## src/rtl/multi_debouncer.sv

```systemverilog
// multi_debouncer: per-channel synchroniser, stability-counter debouncer,
// press/release pulse generator and long-press detector. Channels are fully
// independent; every output comes straight from a flop.
module multi_debouncer #(
    parameter int                  CHANNELS        = 4,
    parameter int                  SYNC_STAGES     = 2,
    parameter int                  DEBOUNCE_CYCLES = 500000,
    parameter int                  HOLD_CYCLES     = 50000000,
    parameter logic [CHANNELS-1:0] INVERT          = {CHANNELS{1'b0}}
) (
    input  logic                clk,
    input  logic                reset,
    input  logic [CHANNELS-1:0] in,
    output logic [CHANNELS-1:0] out,
    output logic [CHANNELS-1:0] rise,
    output logic [CHANNELS-1:0] fall,
    output logic [CHANNELS-1:0] held,
    output logic [CHANNELS-1:0] chk
);

    localparam int DW = $clog2(DEBOUNCE_CYCLES + 1);
    // Keep the hold counter at least one bit wide so HOLD_CYCLES==0 still elaborates.
    localparam int HW = (HOLD_CYCLES > 0) ? $clog2(HOLD_CYCLES + 1) : 1;

    localparam logic [DW-1:0] STAB_LAST = DW'(DEBOUNCE_CYCLES - 1);
    localparam logic [DW-1:0] STAB_ONE  = DW'(1);
    localparam logic [HW-1:0] HOLD_MAX  = HW'(HOLD_CYCLES);
    localparam logic [HW-1:0] HOLD_ONE  = HW'(1);
    localparam logic          HOLD_EN   = (HOLD_CYCLES > 0) ? 1'b1 : 1'b0;

    logic [SYNC_STAGES-1:0] sync_r     [CHANNELS];
    logic [DW-1:0]          stab_cnt_r [CHANNELS];
    logic [DW-1:0]          stab_cnt_s [CHANNELS];
    logic [HW-1:0]          hold_cnt_r [CHANNELS];
    logic [HW-1:0]          hold_cnt_s [CHANNELS];

    logic [CHANNELS-1:0] level_s;
    logic [CHANNELS-1:0] out_r,  out_s;
    logic [CHANNELS-1:0] rise_r, rise_s;
    logic [CHANNELS-1:0] fall_r, fall_s;
    logic [CHANNELS-1:0] held_r, held_s;
    logic [CHANNELS-1:0] chk_r,  chk_s;

    // Synchronised level, flipped for active-low pins so 1 always means "pressed".
    always_comb begin
        level_s = {CHANNELS{1'b0}};
        for (int i = 0; i < CHANNELS; i++) begin
            level_s[i] = sync_r[i][SYNC_STAGES-1] ^ INVERT[i];
        end
    end

    // Stability counter: accept a new level only after DEBOUNCE_CYCLES disagreeing cycles in a row.
    always_comb begin
        stab_cnt_s = stab_cnt_r;
        out_s      = out_r;
        rise_s     = {CHANNELS{1'b0}};
        fall_s     = {CHANNELS{1'b0}};
        chk_s      = {CHANNELS{1'b0}};
        for (int i = 0; i < CHANNELS; i++) begin
            if (level_s[i] == out_r[i]) begin
                // Any agreeing cycle aborts a pending change.
                stab_cnt_s[i] = {DW{1'b0}};
                chk_s[i]      = 1'b0;
            end else if (stab_cnt_r[i] == STAB_LAST) begin
                // Terminal count: take the new level and flag the edge in the same cycle.
                out_s[i]      = level_s[i];
                stab_cnt_s[i] = {DW{1'b0}};
                chk_s[i]      = 1'b0;
                rise_s[i]     = level_s[i];
                fall_s[i]     = ~level_s[i];
            end else begin
                stab_cnt_s[i] = stab_cnt_r[i] + STAB_ONE;
                chk_s[i]      = 1'b1;
            end
        end
    end

    // Hold counter: counts cycles the accepted level has been 1, saturating; cleared as out drops.
    always_comb begin
        hold_cnt_s = hold_cnt_r;
        held_s     = {CHANNELS{1'b0}};
        for (int i = 0; i < CHANNELS; i++) begin
            if (out_r[i] && out_s[i]) begin
                if (hold_cnt_r[i] == HOLD_MAX) begin
                    hold_cnt_s[i] = hold_cnt_r[i];
                end else begin
                    hold_cnt_s[i] = hold_cnt_r[i] + HOLD_ONE;
                end
            end else begin
                hold_cnt_s[i] = {HW{1'b0}};
            end
            // Uses the next out value so held falls on the very edge out falls.
            held_s[i] = HOLD_EN & out_s[i] & (hold_cnt_s[i] == HOLD_MAX);
        end
    end

    // State registers; sync flops reset to the idle pin level so reset release is silent.
    always_ff @(posedge clk or negedge reset) begin
        if (!reset) begin
            for (int i = 0; i < CHANNELS; i++) begin
                sync_r[i]     <= {SYNC_STAGES{INVERT[i]}};
                stab_cnt_r[i] <= {DW{1'b0}};
                hold_cnt_r[i] <= {HW{1'b0}};
            end
            out_r  <= {CHANNELS{1'b0}};
            rise_r <= {CHANNELS{1'b0}};
            fall_r <= {CHANNELS{1'b0}};
            held_r <= {CHANNELS{1'b0}};
            chk_r  <= {CHANNELS{1'b0}};
        end else begin
            for (int i = 0; i < CHANNELS; i++) begin
                sync_r[i]     <= {sync_r[i][SYNC_STAGES-2:0], in[i]};
                stab_cnt_r[i] <= stab_cnt_s[i];
                hold_cnt_r[i] <= hold_cnt_s[i];
            end
            out_r  <= out_s;
            rise_r <= rise_s;
            fall_r <= fall_s;
            held_r <= held_s;
            chk_r  <= chk_s;
        end
    end

    assign out  = out_r;
    assign rise = rise_r;
    assign fall = fall_r;
    assign held = held_r;
    assign chk  = chk_r;

endmodule
```

## config.mk

```make
export PLATFORM = sky130hd
export DESIGN_NAME = multi_debouncer
export DESIGN_NICKNAME = d
export VERILOG_FILES = /design/src/rtl/multi_debouncer.sv
export SDC_FILE = /design/constraint.sdc
export NUM_CORES = 1
export LEC_CHECK = 0
export CORE_MARGIN = 1.5
export CORE_UTILIZATION = 60
export CTS_CLUSTER_SIZE = 10
export DETAILED_ROUTE_END_ITERATION = 12
export MAX_ROUTING_LAYER = met4
export PLACE_DENSITY = 0.78
export SLEW_MARGIN = 40
export SYNTH_ARGS = -nofsm -noshare
export SYNTH_HDL_FRONTEND = slang
export SYNTH_SLANG_ARGS = --single-unit
export TNS_END_PERCENT = 1
```

## constraint.sdc

```tcl
create_clock -name clk -period 2.98 [get_ports clk]
set_input_delay 0.596 -clock clk [delete_from_list [all_inputs] [get_ports clk]]
set_output_delay 0.596 -clock clk [all_outputs]
set_load 0.01 [all_outputs]
```

Word-level counts from Yosys, hierarchy flattened
Cells that the tools add are included.
{ "totals": {"regBits": 208} }
{ "classes": {"add_sub_neg": 8, "n_mux": 48, "n_eq_ne": 16, "bitwise": 8, "reduce_logical": 4} }
{ "op_table": {"columns": ["cell", "count"], "rows": [
  ["26-bit == test (second input constant)", 8],
  ["26-bit two-way mux", 8],
  ["19-bit two-way mux", 8],
  ["26-bit by 1-bit adder with 26-bit output (second input constant)", 4],
  ["19-bit by 1-bit adder with 19-bit output (second input constant)", 4],
  ["19-bit == test (second input constant)", 4],
  ["1-bit two-way mux", 32],
  ["1-bit AND", 4],
  ["1-bit == test", 4],
  ["1-bit logical AND", 4],
  ["1-bit inverter", 4]
]} }

Longest topological paths before layout
Gate-level depths: netlist of run 1.
{ "depth": {"ltp_word": 7, "depth_mapped": 10, "depth_no_buf": 9} }

Worst setup path before layout of run 1
No wires, ideal clock.
{ "synth_timing": {"path_type": "reg-to-reg", "from": "register hold_cnt_r[78] in the netlist's numbering", "to": "register held_r[0], in the netlist held[0]", "stages_incl_launch_ff": 10, "n_path_buf": 0, "setup_time_ns": 0.096, "arrival_ns": 2.543, "slack_ns": 0.342, "required_time_ns": 2.884, "cell_sequence": "dfrtp_1 inv_1 ha_1 or4b_1 nor4_1 nand4_1 or3_1 a2111oi_2 nand4b_1 nor4_2"} }
{ "synth_between": {"elab_chain_cells": 5, "word_cells_on_any_way": 6} }
{ "synth_lines": {"columns": ["element", "line", "rtl"], "rows": [
  ["from (decl)", "34", "logic [HW-1:0] hold_cnt_r [CHANNELS];"],
  ["from (signal, indexed assignment)", "103", "hold_cnt_r[i] <= {HW{1'b0}};"],
  ["from (signal, indexed assignment)", "114", "hold_cnt_r[i] <= hold_cnt_s[i];"],
  ["26-bit by 1-bit adder with 26-bit output / 26-bit == test (equally long branches)", "87, 84", null],
  ["26-bit two-way mux (*)", "84", "if (hold_cnt_r[i] == HOLD_MAX) begin"],
  ["26-bit two-way mux (*)", "83", "if (out_r[i] && out_s[i]) begin"],
  ["26-bit == test (*)", "93", "held_s[i] = HOLD_EN & out_s[i] & (hold_cnt_s[i] == HOLD_MAX);"],
  ["1-bit AND (*)", "93", null],
  ["named net held_s[0]", "41", "logic [CHANNELS-1:0] held_r, held_s;"],
  ["to (signal assigned)", "108", "held_r <= {CHANNELS{1'b0}};"],
  ["to (signal assigned)", "119", "held_r <= held_s;"],
  ["to (decl)", "41", null]
]} }
The timed path passes the listed nets; every way through them passes the cells marked *.

Worst setup path after layout of run 1
{ "layout_timing": {"from": "register hold_cnt_r[79] in the netlist's numbering", "to": "register held_r[0], in the netlist held[0]"} }
Same word-level chain as after synthesis.

==> results of run 1 <==
-- flip-flops by register name, indices dropped and copies added (netlist names) --
name        flops
hold_cnt_r    104
held            4
chk             4
rise            4
sync_r          4
level_s         4
fall            4
out             4
stab_cnt_r     76
-- final cells by class --
cell class              instances  area [sq um]  area share [%]
clock buffers                  29         670.6           5.603
clock inverters                 1         7.507         0.06272
inverters                      24         90.09          0.7526
multi-input cells             876          5308           44.34
flip-flops and latches        208          5205           43.48
well taps                     225         281.5           2.352
repair buffers                 42         407.9           3.408
-- power by group through the flow --
| stage | Sequential (uW) | Clock [uW] | Combinational (uW) |
|---|---|---|---|
| after floorplan | 2910 | 0 | 36.8 |
| after global placement | 2920 | 0 | 119 |
| after detailed placement | 2920 | 0 | 122 |
| after CTS | 2870 | 2670 | 123 |
| after global routing | 2870 | 2780 | 137 |
| final | 2870 | 2610 | 116 |
-- synth_stat cells, types with 3 or more instances --
master | instances | area (sq um)
and4_1 | 21 | 183.9
a21oi_1 | 26 | 130.1
xnor2_1 | 82 | 718.2
mux2_1 | 3 | 33.78
or4_1 | 8 | 60.06
nor3_1 | 34 | 170.2
nor3b_1 | 11 | 82.58
and2_1 | 11 | 68.82
ha_1 | 12 | 150.1
nand2_1 | 96 | 360.4
nor4_1 | 17 | 106.4
nor2_1 | 210 | 788.3
nor2b_1 | 9 | 56.30
a31oi_1 | 5 | 31.28
nor4b_1 | 8 | 70.07
or2_1 | 3 | 18.77
or3_1 | 17 | 106.4
mux2i_1 | 7 | 70.07
nor4_2 | 5 | 62.56
nand3_1 | 67 | 335.3
inv_1 | 17 | 63.81
dfrtp_1 | 208 | 5205
and3_1 | 26 | 162.7
inv_2 | 7 | 26.28
nand2b_1 | 5 | 31.28
xor2_1 | 83 | 727.0
or4b_1 | 3 | 30.03
nand4b_1 | 5 | 43.79
clkbuf_1 | 40 | 150.1
buf_6 | 4 | 45.04
nand4_1 | 45 | 281.5
o21ai_0 | 22 | 110.1
-- cells by family (layout without fill, tap and decap cells) --
kind of cell	after synthesis	after routing	share of synthesized area (%)
and+or+nand+nor	613	613	28.95
DFF	208	208	48.22
xor gates and xnor gates	165	165	13.39
AOI/OAI and AO/OA	75	75	4.207
buffers and inverters	70	96	2.782
adders and majority gates	12	12	1.391
muxes	11	11	1.066
-- path summary, 6_finish.rpt --
check	from	end	slack (ns)
max in group asynchronous	reset	hold_cnt_r[38]$_DFF_PN0_	2.12
worst min-delay path	reset	stab_cnt_r[74]$_DFF_PN0_	0.1
worst max-delay path	hold_cnt_r[79]$_DFF_PN0_	held[0]$_DFF_PN0_	0.27
worst max register to register	hold_cnt_r[79]$_DFF_PN0_	held[0]$_DFF_PN0_	0.27
worst min register to register	sync_r[6]$_DFF_PN0_	level_s[0]$_DFF_PN0_	0.35
min in group clk	sync_r[6]$_DFF_PN0_	level_s[0]$_DFF_PN0_	0.35
-- layer usage --
| layer | up-vias | routed length, um |
|---|---|---|
| met2 | 167 | 9944 |
| met1 | 3967 | 9645 |
| met4 | 0 | 386 |
| met3 | 34 | 838 |
| li1 | 4010 | - |
| met5 | - | 0 |
-- per-stage QoR --
stage	total power (uW)	worst slack, ns	hold slack, ns
floorplan	2951	0.3418	0.3004
global placement	3035	0.4010	0.3328
detailed placement	3039	0.3084	0.3355
CTS	5656	0.2759	0.1174
global route	5786	0.06888	0.1511
finish	5590	0.2661	0.09523
-- cells in the final DEF (no fill, tap or decap), drive strengths merged, types with 5 or more instances in the layout --
cell,count
nor2b,9
o21ai,25
a21oi,26
nand3,67
nand4b,5
buf,18
or3,17
nand2b,5
a31oi,5
nor4,22
nor3b,11
ha,12
clkdlybuf4s50,24
and3,27
nor4b,8
nand2,96
xor2,83
nand4,45
clkbuf,29
and2,12
dfrtp,208
xnor2,82
mux2i,7
nor3,34
inv,24
or4,8
nor2,210
and4,23
==> results.md, run 1 <==
* Crit path max fanout at 7
* Synthesized flop and latch total at 208
* GRT Util Overall at 23.61%
* Clk_lat worst skew at 0.51 ns
* Final Hold Vio Count at 0
* Worst Path Required at 3.39 ns
* Final Cycle Share at 91.07%
* Slowest CP cell: dfrtp_1
* Placed cells at 1375
* VDD IR max at 399.4 uV
* Layout area overhead at 10.88%
* Mean Syn Cell Area at 9.355 sq um
* Post-CTS Setup Bufs at 0
* Sw power at 1155 uW
* Number of filler cells placed in the layout at 1351
* Ant diodes at 0
* DRC Markers at 0
* EDFF count, synth at 0
* Final Skew at 0.006576 ns
* Cell variety after synth at 64
* Port bufs at 25
* Final TNS setup at 0 ns
* PwrDens at 467.0 mW/mm^2
* Most Crowded Layer GR: met2
* CTS clock-pin slew for the worst setup and hold paths at 0.05 ns
* Resize count post-CTS at 0
* Placed cell area at 0.01129 sq mm
* Rows at 48
* Total CTS buffers at 25
* Die area at 0.01881 sq mm
* Crit-path leading delay family: simple AND/OR/NAND/NOR gates
* Post-CTS Hold Buffers at 0
* Met2 Track Usage GR at 38.11%
* HPWL after DPL at 14070 um
* WP depth at 9
* DR WL/cell at 14.81 um
* Final Core Density at 68.73%
* Leakage at 0.004683 uW
* CTS tree: built
* H-tree depth at 1
* Clock network power share at 46.6%
* Net Sw Frac at 20.65%
* Synth warnings at 0
* RSZ-0062 raised after global routing: no
* Routed Antenna Nets at 0
* Root Driver: clkbuf_16
* Via count of the first global-routing pass at 7720
* Initial DRC count at 419
* Initial antenna violation count at 0
* Sequential area share after synthesis at 48.22%
* Clock buffer depth at 3
* Tmin final at 2.714 ns
* First-pass iteration count of the detailed router at 7
* Vias per std cell at 5.821
* Largest net degree at the start of global routing at 86
* Setup CP Type: reg -> reg
* CP bufs+invs at 1
* Worst path cell trace: inv_1 -> ha_1 -> or4b_1 -> nor4_1 -> nand4_1 -> or3_1 -> a2111oi_2 -> nand4b_1 -> nor4_2
* Worst Path Arrival at 3.12 ns
* Grt ovf at 0
* Synthesized net count at 1172
* Core footprint at 0.01742 sq mm
* Met1 Use GR at 31.88%
* Worst setup SP type: flip-flop
* Gpl congestion at 0.8972
* Slew HR at 51.62%
* Hold Crit Class: in -> async
* Status: complete, no violations
* GR Util met3 at 3.259%
* Crit. End Element: flip-flop
* Worst slew pin tran at 0.7258 ns
* Final setup violation count at 0
* Global-route wire length before repair at 35500 um
* I/O pins at 26
* CP max stage delay at 0.44 ns
* Max Cap Violations at 0
* Nets at 1195
* Reg power frac at 51.3%
* Final WL at 20810 um
* Max Fclk at 368.5 MHz
* Reg2Reg Depth at 9
* Top_reg_cell synth: dfrtp_1
* Mapped Cells at 1154
* Async set-reset flop share out of synthesis at 100.0%
* Final instance area at 0.01197 sq mm
* CTS Sinks at 208
* Int Power at 4435 uW
* Max-slew violations at 0
* Synthesized area at 0.01080 sq mm
* Die Ht at 137.1 um
* Comb power frac at 2.1%
* Die Wd at 137.1 um
* Starting density of the core at 61.98%
* Final cell count without fillers at 1405
* Layout cells sized above 1 at 5.932%
* Via Count at 8178
No activity file was read; power rests on OpenSTA's default activity.
==> run 2, diff against run 1 <==
--- a/config.mk
+++ b/config.mk
@@ -5,12 +5,13 @@
 export SDC_FILE = /design/constraint.sdc
 export NUM_CORES = 1
 export LEC_CHECK = 0
+export ABC_AREA = 1
 export CORE_MARGIN = 1.5
 export CORE_UTILIZATION = 60
 export CTS_CLUSTER_SIZE = 10
 export DETAILED_ROUTE_END_ITERATION = 12
 export MAX_ROUTING_LAYER = met4
-export PLACE_DENSITY = 0.78
+export PLACE_DENSITY = 0.77
 export SLEW_MARGIN = 40
 export SYNTH_ARGS = -nofsm -noshare
 export SYNTH_HDL_FRONTEND = slang
==> run 2 against run 1 <==
  * Design area grew 11%
  * Cell count is 39% higher
  * Count of clock-buffer cells in the layout up 2
  * Worst setup slack improved by 0.47 ns
  * Die area grew 11%
  * Clock power rose by 2%
  * Synthesized area is 12% higher
  * Non-clock buffer count shrank 12
  * Critical endpoint is now held[3]$_DFF_PN0_
==> results.md, run 2 <==
* Cell variety after synth at 49
* Port bufs at 25
* Post-CTS Setup Bufs at 0
* PwrDens at 423.7 mW/mm^2
* Final TNS setup at 0 ns
* Register area at 0.005205 sq mm
* Vias per std cell at 5.304
* Worst Path Required at 3.43 ns
* Die Ht at 144.8 um
* Commonest non-fill, non-tap cell in the layout: nand2_1
* Worst setup SP type: flip-flop
* RSZ-0062 raised after global routing: no
* Layout area overhead at 10.51%
* Routed Antenna Nets at 0
* Worst Path Arrival at 2.70 ns
* Max-slew violations at 0
* Slowest CP cell: nand2_2
* Global-route wire length before repair at 45310 um
* Initial DRC count at 620
* Final WL at 26550 um
* Crit. End Element: flip-flop
* Placed cell area at 0.01264 sq mm
* CP max stage delay at 0.39 ns
* Slew HR at 57.66%
* Tmin final at 2.248 ns
* Resize count post-CTS at 0
* Area leader, netlist: dfrtp_1
* Initial antenna violation count at 0
* Via count of the first global-routing pass at 9861
* Root Driver: clkbuf_16
* Top-count cell post-synth: nand2_1
* Number of filler cells placed in the layout at 1697
* Crit-path leading delay family: simple AND/OR/NAND/NOR gates
* Placed cells at 1916
* Grt ovf at 0
* Gpl congestion at 0.9604
* Sequential area share after synthesis at 43.14%
* Final instance area at 0.01333 sq mm
* GRT Util Overall at 27.37%
* VDD IR max at 409.3 uV
* Crit path max fanout at 21
* Top cell type's share of synthesized area at 43.14%
* Ant diodes at 0
* First-pass iteration count of the detailed router at 5
* Worst path cell trace: ha_1 -> nand4_4 -> nor2_4 -> nand3_2 -> nand2_2 -> inv_2 -> nand2_2 -> nand2_1 -> nor3_2 -> nand3_1 -> nor2_1
* DR WL/cell at 13.62 um
* Total CTS buffers at 25
* Most flops, register: hold_cnt_r
* Most frequent cells in the layout: nand2_1, nor2_1, inv_1
* Final cell count without fillers at 1949
* H-tree depth at 1
* Multi-input logic area at 0.005939 sq mm
* Max reg flops at 104
* Starting density of the core at 61.59%
* Status: complete, no violations
* Synthesized net count at 1650
* Clk_lat worst skew at 0.52 ns
* Final Cycle Share at 75.43%
* EDFF count, synth at 0
* Layout cells sized above 1 at 8.729%
* Nets at 1696
* Largest regs: hold_cnt_r x104, stab_cnt_r x76
* Setup CP Type: reg -> reg
* Synth cell count leaders: nand2_1, nor2_1, inv_1, dfrtp_1, nand3_1
* Final Hold Vio Count at 0
* Area contributors post-synth: dfrtp_1, nand2_1, nor2_1
* Cell mode on critical path: nand2_2
* Synthesized flop and latch total at 208
* Via Count at 10340
* Clock buffer depth at 3
* Leakage at 0.005690 uW
* DRC Markers at 0
* Max Cap Violations at 0
* Mapped Cells at 1632
* CP bufs+invs at 1
* Synthesized area at 0.01207 sq mm
* Hold Crit Class: in -> async
* Top_reg_cell synth: dfrtp_1
* CTS clock-pin slew for the worst setup and hold paths at 0.05 ns
* CTS tree: built
* HPWL after DPL at 19680 um
* Core footprint at 0.01959 sq mm
* Rows at 51
* Die area at 0.02097 sq mm
* Mean Syn Cell Area at 7.393 sq um
* Largest net degree at the start of global routing at 62
* Final Skew at 0.01451 ns
* Die Wd at 144.8 um
* Post-CTS Hold Buffers at 0
* Async set-reset flop share out of synthesis at 100.0%
* CTS Sinks at 208
* Max Fclk at 444.9 MHz
* Synth warnings at 0
* Worst slew pin tran at 0.6328 ns
* I/O pins at 26
* Final setup violation count at 0
## run 2: power breakdown
group          total (uW)  switching (uW)  internal (uW)
combinational         132            94.8           37.0
sequential           2860            15.0           2850
clock                2650            1080           1570
total                5650            1190           4450
## run 2: metal layers
| metal | wire length (um) | share of wire (%) | global-route usage, % |
|---|---|---|---|
| met1 | 12540 | 47 | 38.41 |
| met2 | 12030 | 45 | 42.61 |
| met5 | 0 | 0 | - |
| met3 | 1473 | 5.5 | 3.620 |
| met4 | 503 | 1.9 | 6.273 |
## run 2: worst paths after layout
| kind | from | to | slack (ns) | cells past startpoint |
|---|---|---|---|---|
| setup reg to reg | stab_cnt_r[0]$_DFF_PN0_ | held[3]$_DFF_PN0_ | 0.73 | 11 |
| max in group asynchronous | reset | hold_cnt_r[83]$_DFF_PN0_ | 2.26 | 2 |
| setup / recovery | stab_cnt_r[0]$_DFF_PN0_ | held[3]$_DFF_PN0_ | 0.73 | 11 |
| hold reg to reg | sync_r[4]$_DFF_PN0_ | level_s[1]$_DFF_PN0_ | 0.35 | 0 |
| hold / removal | reset | hold_cnt_r[59]$_DFF_PN0_ | 0.004 | 1 |
| min in group clk | sync_r[4]$_DFF_PN0_ | level_s[1]$_DFF_PN0_ | 0.35 | 0 |
## run 2: per-stage QoR
stage	total power, uW	hold slack, ns	util, %	setup WS [ns]
6_report	5649	0.004195	68.06	0.7321
5_1_grt	5847	0.04100	68.06	0.5261
4_1_cts	5716	0.01894	68.06	0.7162
3_5_place_dp	3050	0.3362	64.53	0.7367
3_3_place_gp	3046	0.3364	64.53	0.8094
2_1_floorplan	2955	0.3004	-	1.204
## run 2: cell type report
class / instances / share of cell area, %
Multi-Input combinational cell: 1188 / 44.55
Sequential cell: 208 / 39.04
Inverter: 225 / 6.353
Clock buffer: 31 / 5.086
Tap cell: 265 / 2.487
Timing Repair Buffer: 30 / 2.384
Clock inverter: 2 / 0.1032
## run 2: kinds of logic after synthesis
family	Yosys count	share of synthesized area [%]
AND/OR/NAND/NOR	1003	38.27
buffers and inverters	236	7.632
flip-flops	208	43.14
AO/OA/AOI/OAI	106	4.853
XOR/XNOR	67	4.864
adder cells (fa/ha/maj)	12	1.244
## run 2: worst register-to-register path, cell delays in order, from the launching register on
cell and delay (ns):
dfrtp_1 0.38, ha_1 0.27, nand4_4 0.17, nor2_4 0.17, nand3_2 0.09, nand2_2 0.39
inv_2 0.21, nand2_2 0.12, nand2_1 0.06, nor3_2 0.16, nand3_1 0.08, nor2_1 0.08
==> run 3, diff against run 2 <==
==> constraint.sdc (replaced) <==
create_clock -name clk -period 2.2 [get_ports clk]
set_input_delay 0.44 -clock clk [delete_from_list [all_inputs] [get_ports clk]]
set_output_delay 0.44 -clock clk [all_outputs]
set_load 0.01 [all_outputs]
==> run 3 against run 2 <==
  * Global-route usage grew 0.068 points
  * Flip-flop and latch count is the same
  * Critical path depth shrank 10
  * Clock skew grew 0.0076 ns
  * Register-to-register slack lost 0.61 ns
  * Wire length grew 1.9%
  * Cell count grew 0.46%
  * Critical endpoint is now out[0]
  * Critical path type is now reg -> out
  * Highest routed layer unchanged
  * Via count grew 1.3%
  * Largest cell class unchanged
==> results.md, run 3 (same netlist as run 2, synthesis figures left out) <==
* Nets at 1706
* Final setup violation count at 0
* DR WL/cell at 13.81 um
* Routed Antenna Nets at 0
* Post-CTS Setup Bufs at 0
* Starting density of the core at 61.59%
* Hold Crit Class: in -> reg
* Final hold slack at 0.3471 ns
* Final Skew at 0.02209 ns
* Crit. End Element: primary output
* Initial DRC count at 592
* Setup CP Type: reg -> out
* Die Ht at 144.8 um
* Number of filler cells placed in the layout at 1673
* Gpl congestion at 0.9401
* First-pass iteration count of the detailed router at 5
* Sw power at 1672 uW
* I/O pins at 26
* Global-route wire length before repair at 45570 um
* Via Count at 10470
* CTS tree: built
* Max reg flops at 104
* Met2 Track Usage GR at 44.39%
* Ant diodes at 0
* Final Cycle Share at 96.65%
* Met1 Use GR at 36.98%
* Root Driver: clkbuf_16
* Slowest CP cell: clkdlybuf4s50_1
* Most frequent cells in the layout: nand2_1, nor2_1, inv_1
* CTS Sinks at 208
* Die area at 0.02097 sq mm
* Status: complete, no violations
* Reg power frac at 50.0%
* Comb power frac at 2.5%
* Worst Path Required at 1.76 ns
* Tmin final at 2.126 ns
* Leakage at 0.005753 uW
* GR Util met3 at 3.356%
* GRT Util Overall at 27.44%
* Multi-input logic area at 0.006001 sq mm
* Crit-path leading delay family: buffers and inverters
* Vias per std cell at 5.349
* Core footprint at 0.01959 sq mm
* RSZ-0062 raised after global routing: yes
* Rows at 51
* CP max stage delay at 0.61 ns
* Register area at 0.005210 sq mm
* CTS clock-pin slew for the worst setup and hold paths at 0.05 ns
* Crit path max fanout at 8
* DRC Markers at 0
* Commonest non-fill, non-tap cell in the layout: nand2_1
* PwrDens at 573.6 mW/mm^2
* Max Fclk at 470.3 MHz
* Clock network power share at 47.6%
* Die Wd at 144.8 um
* Final WL at 27040 um
* Clk_lat worst skew at 0.53 ns
* CP bufs+invs at 1
* Most flops, register: hold_cnt_r
* Max-slew violations at 0
* Max Cap Violations at 0
* Largest net degree at the start of global routing at 54
* Via count of the first global-routing pass at 9874
* Int Power at 6089 uW
* H-tree depth at 1
* Net Sw Frac at 21.55%
* Slew HR at 68.83%
* Worst Path Arrival at 1.69 ns
* Worst slew pin tran at 0.4640 ns
* Most Crowded Layer GR: met2
* Grt ovf at 0
* Final Power at 7761 uW
* Largest regs: hold_cnt_r x104, stab_cnt_r x76
* Layout area overhead at 12.13%
* Final TNS setup at 0 ns
* Worst path cell trace: clkdlybuf4s50_1
* Final Hold Vio Count at 0
* Final Core Density at 69.06%
* Total CTS buffers at 25
* Port bufs at 25
* Clock buffer depth at 3
* Initial antenna violation count at 0
* VDD IR max at 454.0 uV
* Worst setup SP type: flip-flop
* HPWL after DPL at 20010 um
* Layout cells sized above 1 at 9.923%
## run 3: layer usage
metal	part of all wire [%]	routed length, um
met1	46	12510
met2	47	12720
met3	4.5	1213
met4	2.2	600
met5	0	0
## run 3: path summary, 6_finish.rpt
path | end | from | cells past startpoint | slack [ns]
setup / recovery | out[0] | out[0]$_DFF_PN0_ | 1 | 0.07
hold / removal | sync_r[0]$_DFF_PN0_ | in[3] | 1 | 0.35
setup reg to reg | held[0]$_DFF_PN0_ | stab_cnt_r[57]$_DFF_PN0_ | 13 | 0.12
hold reg to reg | level_s[2]$_DFF_PN0_ | sync_r[2]$_DFF_PN0_ | 0 | 0.35
max in group asynchronous | hold_cnt_r[0]$_DFF_PN0_ | reset | 3 | 1.15
min in group asynchronous | hold_cnt_r[64]$_DFF_PN0_ | reset | 2 | 0.44
## run 3: power groups by stage
stage	sequential, uW	clock [uW]	combinational, uW
2_1_floorplan	3940	0	59.7
3_3_place_gp	3940	0	191
3_5_place_dp	3950	0	195
4_1_cts	3880	3760	198
5_1_grt	3880	3940	222
6_report	3880	3690	191
## run 3: final cells by class
class                   count  area share [%]
clock inverters             3          0.3237
clock buffers              29           4.809
multi-input cells        1188           44.35
well taps                 265           2.451
inverters                 225           6.261
flip-flops and latches    208           38.51
repair buffers             40           3.292
## run 3: metrics by stage
stage | setup slack (ns) | instances | instance area, sq um
final | 0.07375 | 1958 | 13530
after global routing | -0.04253 | 1958 | 13530
after CTS | 0.04157 | 1958 | 13470
after detailed placement | 0.03094 | 1925 | 12760
after global placement | 0.04613 | 1925 | 12760
after floorplan | 0.4237 | 1632 | 12070
## run 3: repair_timing
item | in CTS | in global routing
endpoints found under the hold margin | 48 | 0
hold buffers | 1 | 0
setup endpoints to repair | 2 | 7
resized for setup | 2 | 18
